File: config.mk
export PLATFORM = sky130hd
export DESIGN_NAME = mux_stream_nx
export DESIGN_NICKNAME = d
export VERILOG_FILES = /design/src/rtl/mux_stream_pkg.sv /design/src/rtl/rr_arbiter.sv /design/src/rtl/mux_stream_nx.sv
export SDC_FILE = /design/constraint.sdc
export NUM_CORES = 1
export LEC_CHECK = 0
export CORE_MARGIN = 2
export CORE_UTILIZATION = 39
export CTS_CLUSTER_DIAMETER = 60
export DETAILED_ROUTE_END_ITERATION = 8
export PLACE_DENSITY_LB_ADDON = 0.15
export SYNTH_ARGS = -nofsm -noshare
export SYNTH_HDL_FRONTEND = slang
export SYNTH_SLANG_ARGS = --single-unit
File: constraint.sdc
create_clock -name clk -period 5.8 [get_ports clk]
set_clock_uncertainty 0.1 [all_clocks]
set_input_delay 1.45 -clock clk [delete_from_list [all_inputs] [get_ports clk]]
set_output_delay 1.45 -clock clk [all_outputs]
set_load 0.03 [all_outputs]
File: src/rtl/mux_stream_pkg.sv
// mux_stream_pkg: shared mode encodings and width helper for the stream multiplexer
// Contents:
//   clog2       - ceiling log2 used to size select/tag fields
//   MODE_MANUAL - grant follows the sel input
//   MODE_RR     - grant follows round-robin arbitration
package mux_stream_pkg;

    localparam logic MODE_MANUAL = 1'b0;
    localparam logic MODE_RR     = 1'b1;

    function automatic int clog2(input int v);
        int r;
        r = 0;
        for (int i = 0; i < 31; i++)
            if ((1 << i) < v) r = i + 1;
        return r;
    endfunction

endpackage

File: src/rtl/rr_arbiter.sv
// rr_arbiter: round-robin arbiter built as rotate, priority-encode, un-rotate
// Ports:
//   req         in  N     request vector
//   ptr         in  SELW  highest-priority index (must be < N)
//   enable      in  1     gates grant_valid
//   grant_valid out 1     some request is granted
//   grant_idx   out SELW  index of the granted request
module rr_arbiter #(
    parameter int N    = 4,
    parameter int SELW = 2
) (
    input  logic [N-1:0]    req,
    input  logic [SELW-1:0] ptr,
    input  logic            enable,
    output logic            grant_valid,
    output logic [SELW-1:0] grant_idx
);

    logic [N-1:0] rot;
    int           first;

    always_comb begin
        rot = '0;
        // rot[j] = req[(ptr + j) mod N]; constant indices only, so any N works
        for (int j = 0; j < N; j++)
            for (int i = 0; i < N; i++)
                if (i == (int'(ptr) + j) % N) rot[j] = req[i];
        first = 0;
        grant_valid = 1'b0;
        for (int j = N - 1; j >= 0; j--)
            if (rot[j]) begin
                first = j;
                grant_valid = enable;
            end
        grant_idx = SELW'((int'(ptr) + first) % N);
    end

endmodule

File: src/rtl/mux_stream_nx.sv
// mux_stream_nx: N-channel registered stream mux with manual or round-robin selection
// Ports:
//   clk, reset  in   clock, synchronous active-high reset
//   in_data     in   N*WIDTH  channel i at [i*WIDTH +: WIDTH]
//   in_valid    in   N        per-channel valid
//   in_ready    out  N        per-channel ready (combinational, one-hot or zero)
//   sel         in   SELW     channel used in manual mode
//   mode        in   1        MODE_MANUAL / MODE_RR
//   out_data    out  WIDTH    registered word
//   out_chan    out  SELW     channel that produced out_data
//   out_valid   out  1        output register holds a word
//   out_ready   in   1        consumer accepts the word
module mux_stream_nx
    import mux_stream_pkg::*;
#(
    parameter  int WIDTH = 8,
    parameter  int N     = 4,
    localparam int SELW  = clog2(N)
) (
    input  logic               clk,
    input  logic               reset,
    input  logic [N*WIDTH-1:0] in_data,
    input  logic [N-1:0]       in_valid,
    output logic [N-1:0]       in_ready,
    input  logic [SELW-1:0]    sel,
    input  logic               mode,
    output logic [WIDTH-1:0]   out_data,
    output logic [SELW-1:0]    out_chan,
    output logic               out_valid,
    input  logic               out_ready
);

    logic [WIDTH-1:0] out_data_q, out_data_d;
    logic [SELW-1:0]  out_chan_q, out_chan_d;
    logic             out_valid_q, out_valid_d;
    logic [SELW-1:0]  ptr_q, ptr_d;

    logic             load, man_valid, rr_valid, grant_valid, xfer;
    logic [SELW-1:0]  rr_idx, grant_idx;
    logic [WIDTH-1:0] grant_data;

    rr_arbiter #(.N(N), .SELW(SELW)) u_arb (
        .req        (in_valid),
        .ptr        (ptr_q),
        .enable     (mode == MODE_RR),
        .grant_valid(rr_valid),
        .grant_idx  (rr_idx)
    );

    always_comb begin
        load = !out_valid_q || out_ready;
        // sel values >= N match no channel and therefore never grant
        man_valid = 1'b0;
        for (int i = 0; i < N; i++)
            if (sel == SELW'(i)) man_valid = in_valid[i];
        grant_valid = (mode == MODE_RR) ? rr_valid : man_valid;
        grant_idx   = (mode == MODE_RR) ? rr_idx : sel;
        xfer = load && grant_valid && !reset;
        in_ready = '0;
        grant_data = '0;
        for (int i = 0; i < N; i++)
            if (grant_idx == SELW'(i)) begin
                in_ready[i] = xfer;
                grant_data = in_data[i*WIDTH +: WIDTH];
            end
        out_valid_d = load ? grant_valid : out_valid_q;
        out_data_d  = xfer ? grant_data : out_data_q;
        out_chan_d  = xfer ? grant_idx : out_chan_q;
        // explicit wrap keeps ptr < N when N is not a power of two
        ptr_d = (xfer && mode == MODE_RR)
              ? ((grant_idx == SELW'(N - 1)) ? '0 : grant_idx + SELW'(1))
              : ptr_q;
    end

    always_ff @(posedge clk) begin
        if (reset) begin
            out_data_q  <= '0;
            out_chan_q  <= '0;
            out_valid_q <= 1'b0;
            ptr_q       <= '0;
        end else begin
            out_data_q  <= out_data_d;
            out_chan_q  <= out_chan_d;
            out_valid_q <= out_valid_d;
            ptr_q       <= ptr_d;
        end
    end

    assign out_data  = out_data_q;
    assign out_chan  = out_chan_q;
    assign out_valid = out_valid_q;

endmodule
==> results.py, run 1 <==
metrics = {
    "sta": {
        "period_share": 0.9706,
        "fin_crit_ns": 5.629,
        "tns_ns": 0,
        "relSlewSlack": 0.5584,
        "max_freq_mhz": 177.6,
        "setup_viol": 0,
        "worst_pin_slew_ns": 0.6616,
        "finalMaxSlewViolations": 0,
        "rsz0062_at_grt": "no",
        "hold_violations": 0,
    },
    "setup_path": {
        "start_kind": "input pin",
        "r2r_setup_slack_ns": 1.99,
        "reg2reg_to": "out_data[5]$_SDFFE_PP0P_",
        "r2r-start": "ptr_q[0]$_SDFFE_PP0P_",
        "startpoint": "in_valid[0]",
        "worst_path_max_delay_cell": "clkdlybuf4s50_1",
        "critPathRequiredTime_ns": 4.25,
        "cpPeakStageDelay_ns": 0.48,
        "crit_fanout": 3,
        "worstRegToRegCells": 16,
        "cp-end-kind": "output port",
        "crit_type": "input pin to output port",
        "crit_end": "in_ready[0]",
        "worstPathCellList": "clkdlybuf4s50_1, nor2_1, a221oi_2, a31oi_1, a211o_1, ha_1, xor2_1, nor2_1, and3_1, or3_4, ha_1, and2_1, buf_2",
        "critical_path_arrival_ns": 4.08,
    },
    "clocking": {
        "cts_made_buffers": 3,
        "path_clk_slew_ns": 0.07,
        "root_buffer": "clkbuf_4",
        "cts_buffer_depth": 2,
        "h-tree-depth": 1,
        "cts_setup_buffers": 0,
        "clock_latency_ns": 0.27,
        "cts.sinks": 13,
        "holdBufCountCts": 0,
        "cts_tree": "built",
    },
    "layout": {
        "syn_to_final_growth_pct": 64.92,
        "layout.nets": 245,
        "drive_gt1_frac": 0.1574,
        "antenna-diode-count": 0,
    },
    "routing": {
        "drc": 0,
        "m1WireLength_mm": 1.365,
        "vias_per_cell": 5.335,
        "dr_wl_met2_mm": 1.367,
        "firstDrtPassIters": 4,
        "final_antenna_net_count": 0,
        "wl_met3_um": 229,
        "via_count": 1211,
        "drt-initial-drc-count": 30,
        "highest_layer": "met4",
        "drt-total-wl_mm": 2.985,
        "wl_per_cell_um": 13.15,
    },
    "synthesis": {
        "syn-instance-count": 134,
        "synth_area_per_cell_um2": 7.825,
        "post-synth-top-area-cell": "dfxtp_1",
        "yosys_warnings": 0,
        "async_flop_share": 0,
        "synth_nets": 181,
        "synth_area_leaders": "dfxtp_1, nor2_1, a221oi_1, a211oi_1, ha_1",
        "netlist_area_mm2": 0.001049,
        "synth_common_cells": "nor2_1, dfxtp_1, a21oi_1",
        "yosysSeqAreaShare": 0.2482,
        "ys.flop_type": "dfxtp_1",
        "synth_cell_type_count": 39,
        "yosysMostFrequentCell": "nor2_1",
        "synth.top_cell.area_share": 0.2482,
        "ys_seq_elements": 13,
        "synth_edf_count": 0,
    },
    "pwr": {
        "p_leak_nw": 0.7015,
        "ir_drop_mv": 0.1911,
        "power.density_mw_per_mm2": 244.9,
        "p_total_uw": 423.5,
    },
    "run": {
        "maxCapViolations": 0,
    },
    "die": {
        "pin_count": 57,
        "core-area_mm2": 0.002522,
        "initial_core_util": 0.4157,
        "rows": 18,
        "die_area_mm2": 0.003119,
        "die_y_um": 55.85,
        "die_w_um": 55.85,
    },
    "outcome": {
        "status": "finished, final reports clean",
    },
    "min_path": {
        "hp-class": "flop to flop",
    },
    "global_routing": {
        "grt_start_max_net_pins": 21,
        "grt_use_total": 0.1908,
        "grt_pass1_vias": 1113,
        "grt_pass1_wl_mm": 4.809,
        "antenna_found_initial": 0,
        "overflow": 0,
    },
    "placed_design": {
        "numPortBuffers": 56,
        "routabilityCongestion": 0.7955,
        "hpwl_mm": 2.473,
    },
}
-- sequential cells by signal (all words and copies together) (netlist names) --
| name | flops |
|---|---|
| out_valid | 1 |
| out_chan | 2 |
| ptr_q | 2 |
| out_data | 8 |
-- what timing repair did --
action / in CTS / in global routing
resized for setup: 10 / 6
endpoints found under the setup margin: 2 / 4
pin swaps: 0 / 1
cloned: 0 / 0
-- cells by family (layout without fill, tap and decap cells) --
family                   Yosys count  after routing  share of synthesized area
AND/OR/NAND/NOR                   61             61                     0.3091
AO/OA/AOI/OAI                     36             36                     0.2411
flip-flops                        13             13                     0.2482
buffers and inverters             13             76                    0.06205
adder cells (fa/ha/maj)            5              5                    0.05967
multiplexers                       5              5                    0.07160
XOR/XNOR                           1              1                   0.008355
-- through the flow --
step / std cells / instance area (um2) / worst slack [ns] / utilization / hold WS, ns
finish: 227 / 1729 / 0.1705 / 0.6855 / 0.4008
CTS: 227 / 1705 / 0.01984 / 0.6761 / 0.4043
detailed placement: 223 / 1689 / -0.3874 / 0.6696 / 0.3939
floorplan: 134 / 1049 / 0.2222 / - / 0.5130
global placement: 223 / 1689 / -0.2570 / 0.6696 / 0.3888
global route: 227 / 1729 / 0.02367 / 0.6855 / 0.4315
-- power by group --
part	leakage, nW	switching [mW]	total (mW)	internal, mW
logic	0.579	0.127	0.252	0.125
clock network	0.0150	0.0271	0.0537	0.0266
registers	0.108	0.0134	0.118	0.105
-- how the worst min path moves through the flow --
stage | start | end | slack, ns | depth (start not counted)
floorplan | out_data[2]$_SDFFE_PP0P_ | out_data[2]$_SDFFE_PP0P_ | 0.51 | 2
global placement | out_data[1]$_SDFFE_PP0P_ | out_data[1]$_SDFFE_PP0P_ | 0.39 | 2
detailed placement | out_data[0]$_SDFFE_PP0P_ | out_data[0]$_SDFFE_PP0P_ | 0.39 | 2
CTS | out_data[0]$_SDFFE_PP0P_ | out_data[0]$_SDFFE_PP0P_ | 0.40 | 2
global route | out_data[1]$_SDFFE_PP0P_ | out_data[1]$_SDFFE_PP0P_ | 0.43 | 2
finish | out_data[0]$_SDFFE_PP0P_ | out_data[0]$_SDFFE_PP0P_ | 0.40 | 2
-- cells in the final DEF (no fill, tap or decap), types with 2 or more instances in the layout --
| cell | count |
|---|---|
| ha_1 | 3 |
| nor3_1 | 8 |
| nor2b_1 | 10 |
| buf_2 | 2 |
| dfxtp_1 | 13 |
| and2_1 | 4 |
| buf_4 | 16 |
| a221oi_1 | 7 |
| nand2_1 | 5 |
| inv_1 | 2 |
| clkbuf_4 | 3 |
| clkdlybuf4s50_1 | 51 |
| a211oi_1 | 9 |
| nor2_1 | 19 |
| ha_2 | 2 |
| mux2i_1 | 3 |
| a21oi_1 | 11 |
-- critical path, delay by kind of cell --
kind / cells / cell delay, ns
buffers and inverters: 2 / 0.65
AO/OA/AOI/OAI: 3 / 0.62
adder cells (fa/ha/maj): 2 / 0.39
AND/OR/NAND/NOR: 5 / 0.81
XOR/XNOR: 1 / 0.16
-- layout make-up --
| cell class | instances | area [um2] |
|---|---|---|
| multi-input cells | 108 | 744.5 |
| flip-flops and latches | 13 | 260.3 |
| inverters | 2 | 7.507 |
| fillers | 233 | 793.3 |
| well taps | 30 | 37.54 |
| clock buffers | 4 | 26.28 |
| repair buffers | 70 | 653.1 |
-- metal layers --
| metal | GRT usage | up-vias |
|---|---|---|
| met1 | 0.2489 | 533 |
| met4 | 0.07483 | 0 |
| met5 | 0 | - |
| li1 | - | 627 |
| met2 | 0.3197 | 49 |
| met3 | 0.02326 | 2 |
Note: power is estimated with default switching activity, not from simulation.
==> inputs of run 2 (changes only) <==
CORE_UTILIZATION = 35   (was 39)
clock period = 5.1 ns   (was 5.8 ns; I/O delays follow)
==> run 2 against run 1 <==
  * The run now ends with design-rule violations left
  * Utilization shrank 6.4 points
  * Wire length decreased by 2.6%
  * Clock power is 14% higher
  * Global-route usage fell by 1.6 points
  * Hold slack worse by 0.0068 ns
  * Critical path depth is 1 lower
  * Register-to-register slack got worse by 0.59 ns
  * Sequential power increased by 14%
  * Design area rose by 0.87%
  * First-iteration DRC count down 23%
  * Largest cell class unchanged
  * Flip-flop and latch count unchanged
  * Total power increased by 14%
  * Critical endpoint unchanged
==> results.py, run 2 (same netlist as run 1, synthesis figures left out) <==
metrics = {
    "layout": {
        "drive_gt1_frac": 0.1675,
        "antenna-diode-count": 0,
        "final_cell_mix": "clkdlybuf4s50_1, nor2_1, buf_4",
        "layout.nets": 245,
        "final_common_cell": "clkdlybuf4s50_1",
        "largest_reg_flops": 8,
        "syn_to_final_growth_pct": 66.35,
        "final_area_mm2": 0.001744,
    },
    "global_routing": {
        "grt_pass1_vias": 1089,
        "antenna_found_initial": 0,
        "overflow": 0,
        "grt_use_total": 0.1751,
        "grt_pass1_wl_mm": 4.719,
        "grt_start_max_net_pins": 21,
    },
    "clocking": {
        "cts_tree": "built",
        "clock_latency_ns": 0.27,
        "cts_made_buffers": 3,
        "root_buffer": "clkbuf_4",
        "cts_setup_buffers": 0,
        "h-tree-depth": 1,
        "cts.sinks": 13,
        "cts_buffer_depth": 2,
        "path_clk_slew_ns": 0.07,
    },
    "routing": {
        "final_antenna_net_count": 0,
        "via_count": 1176,
        "drt-initial-drc-count": 23,
        "firstDrtPassIters": 7,
        "drt-total-wl_mm": 2.907,
        "wl_per_cell_um": 12.75,
        "vias_per_cell": 5.158,
        "drc": 2,
    },
    "setup_path": {
        "critPathRequiredTime_ns": 3.72,
        "crit_fanout": 5,
        "critical_path_arrival_ns": 3.58,
        "worstPathCellList": "dlygate4sd2_1, a221oi_2, a31oi_1, a211o_1, ha_1, xor2_1, nor2_1, and3_1, or3_4, ha_2, and2_1, buf_6",
        "start_kind": "input pin",
        "worst_path_max_delay_cell": "or3_4",
        "crit_type": "input pin to output port",
        "cp-end-kind": "output port",
        "cpPeakStageDelay_ns": 0.38,
    },
    "pwr": {
        "ir_drop_mv": 0.1086,
        "p_leak_nw": 0.7012,
        "p_total_uw": 483.1,
        "power.density_mw_per_mm2": 277.0,
    },
    "die": {
        "die_y_um": 58.74,
        "initial_core_util": 0.3738,
        "pin_count": 57,
        "die_w_um": 58.74,
        "rows": 19,
        "core-area_mm2": 0.002805,
        "die_area_mm2": 0.003450,
    },
    "sta": {
        "fin_crit_ns": 4.959,
        "rsz0062_at_grt": "no",
        "period_share": 0.9723,
        "finalMaxSlewViolations": 0,
        "max_freq_mhz": 201.7,
        "relSlewSlack": 0.5542,
        "setup_viol": 0,
        "hold_violations": 0,
        "worst_pin_slew_ns": 0.6680,
        "layout_setup_ws_ns": 0.1415,
    },
    "outcome": {
        "violations": "design-rule violations",
        "status": "complete, but fails checks",
    },
    "placed_design": {
        "placed_area_mm2": 0.001692,
        "hpwl_mm": 2.390,
        "dp_slack_ns": -0.6454,
        "routabilityCongestion": 0.7291,
        "numPortBuffers": 56,
    },
    "run": {
        "maxCapViolations": 0,
    },
    "min_path": {
        "hp-class": "flop to flop",
    },
}
## run 2: cell types whose count changed in the layout (fill, tap and decap cells not counted)
cell             before  now
and2_1                4    3
and2_2                0    1
buf_2                 2    0
buf_4                16   15
buf_6                 0    3
clkdlybuf4s15_1       0    1
clkdlybuf4s50_1      51   48
dlygate4sd2_1         0    3
dlymetal6s2s_1        1    0
nor2_1               19   18
nor2_2                1    2
## run 2: layout make-up
class / count / area (um2)
Timing Repair Buffer: 70 / 663.1
Tap cell: 31 / 38.79
Multi-Input combinational cell: 108 / 748.2
Fill cell: 254 / 1061
Clock buffer: 4 / 26.28
Inverter: 2 / 7.507
Sequential cell: 13 / 260.3
## run 2: what timing repair did
item                       in CTS  in global routing
setup endpoints to repair       4                  3
pin swaps                       2                  0
hold endpoints to repair        0                  0
hold buffers                    0                  0
resized for setup              24                  2
## run 2: per-layer routing
layer | share of wire | track usage | vias up
li1 | - | - | 618
met1 | 0.48 | 0.2396 | 518
met2 | 0.45 | 0.2778 | 38
met3 | 0.063 | 0.03736 | 2
met4 | 0.0045 | 0.04870 | 0
met5 | 0 | 0 | -
## run 2: path summary, 6_finish.rpt
check                            from                       end  slack, ns  cells past startpoint
min reg2reg  out_data[5]$_SDFFE_PP0P_  out_data[5]$_SDFFE_PP0P_       0.39                      2
max                       in_valid[2]               in_ready[0]       0.14                     12
min          out_data[5]$_SDFFE_PP0P_  out_data[5]$_SDFFE_PP0P_       0.39                      2
max reg2reg     ptr_q[0]$_SDFFE_PP0P_  out_data[4]$_SDFFE_PP0P_       1.40                     16
## run 2: where the power goes
part	switching [mW]	internal (mW)	total, mW
sequential	0.0148	0.119	0.134
clock	0.0307	0.0303	0.0610
combinational	0.143	0.145	0.288
total	0.189	0.294	0.483
## run 2: metrics by stage
stage / hold WS, ns / util / TNS [ns] / instances
finish: 0.3940 / 0.6218 / 0 / 228
global route: 0.4302 / 0.6218 / 0 / 228
CTS: 0.3999 / 0.6204 / 0 / 228
detailed placement: 0.3899 / 0.6030 / -1.689 / 224
global placement: 0.3869 / 0.6030 / -1.510 / 224
floorplan: 0.5130 / - / 0 / 134
## run 2: critical path: cells and delay by family
| family | cells | cell delay (ns) |
|---|---|---|
| AOI/OAI and AO/OA | 3 | 0.57 |
| xor gates and xnor gates | 1 | 0.18 |
| adders and majority gates | 2 | 0.37 |
| buffers and inverters | 2 | 0.43 |
| and+or+nand+nor | 4 | 0.78 |
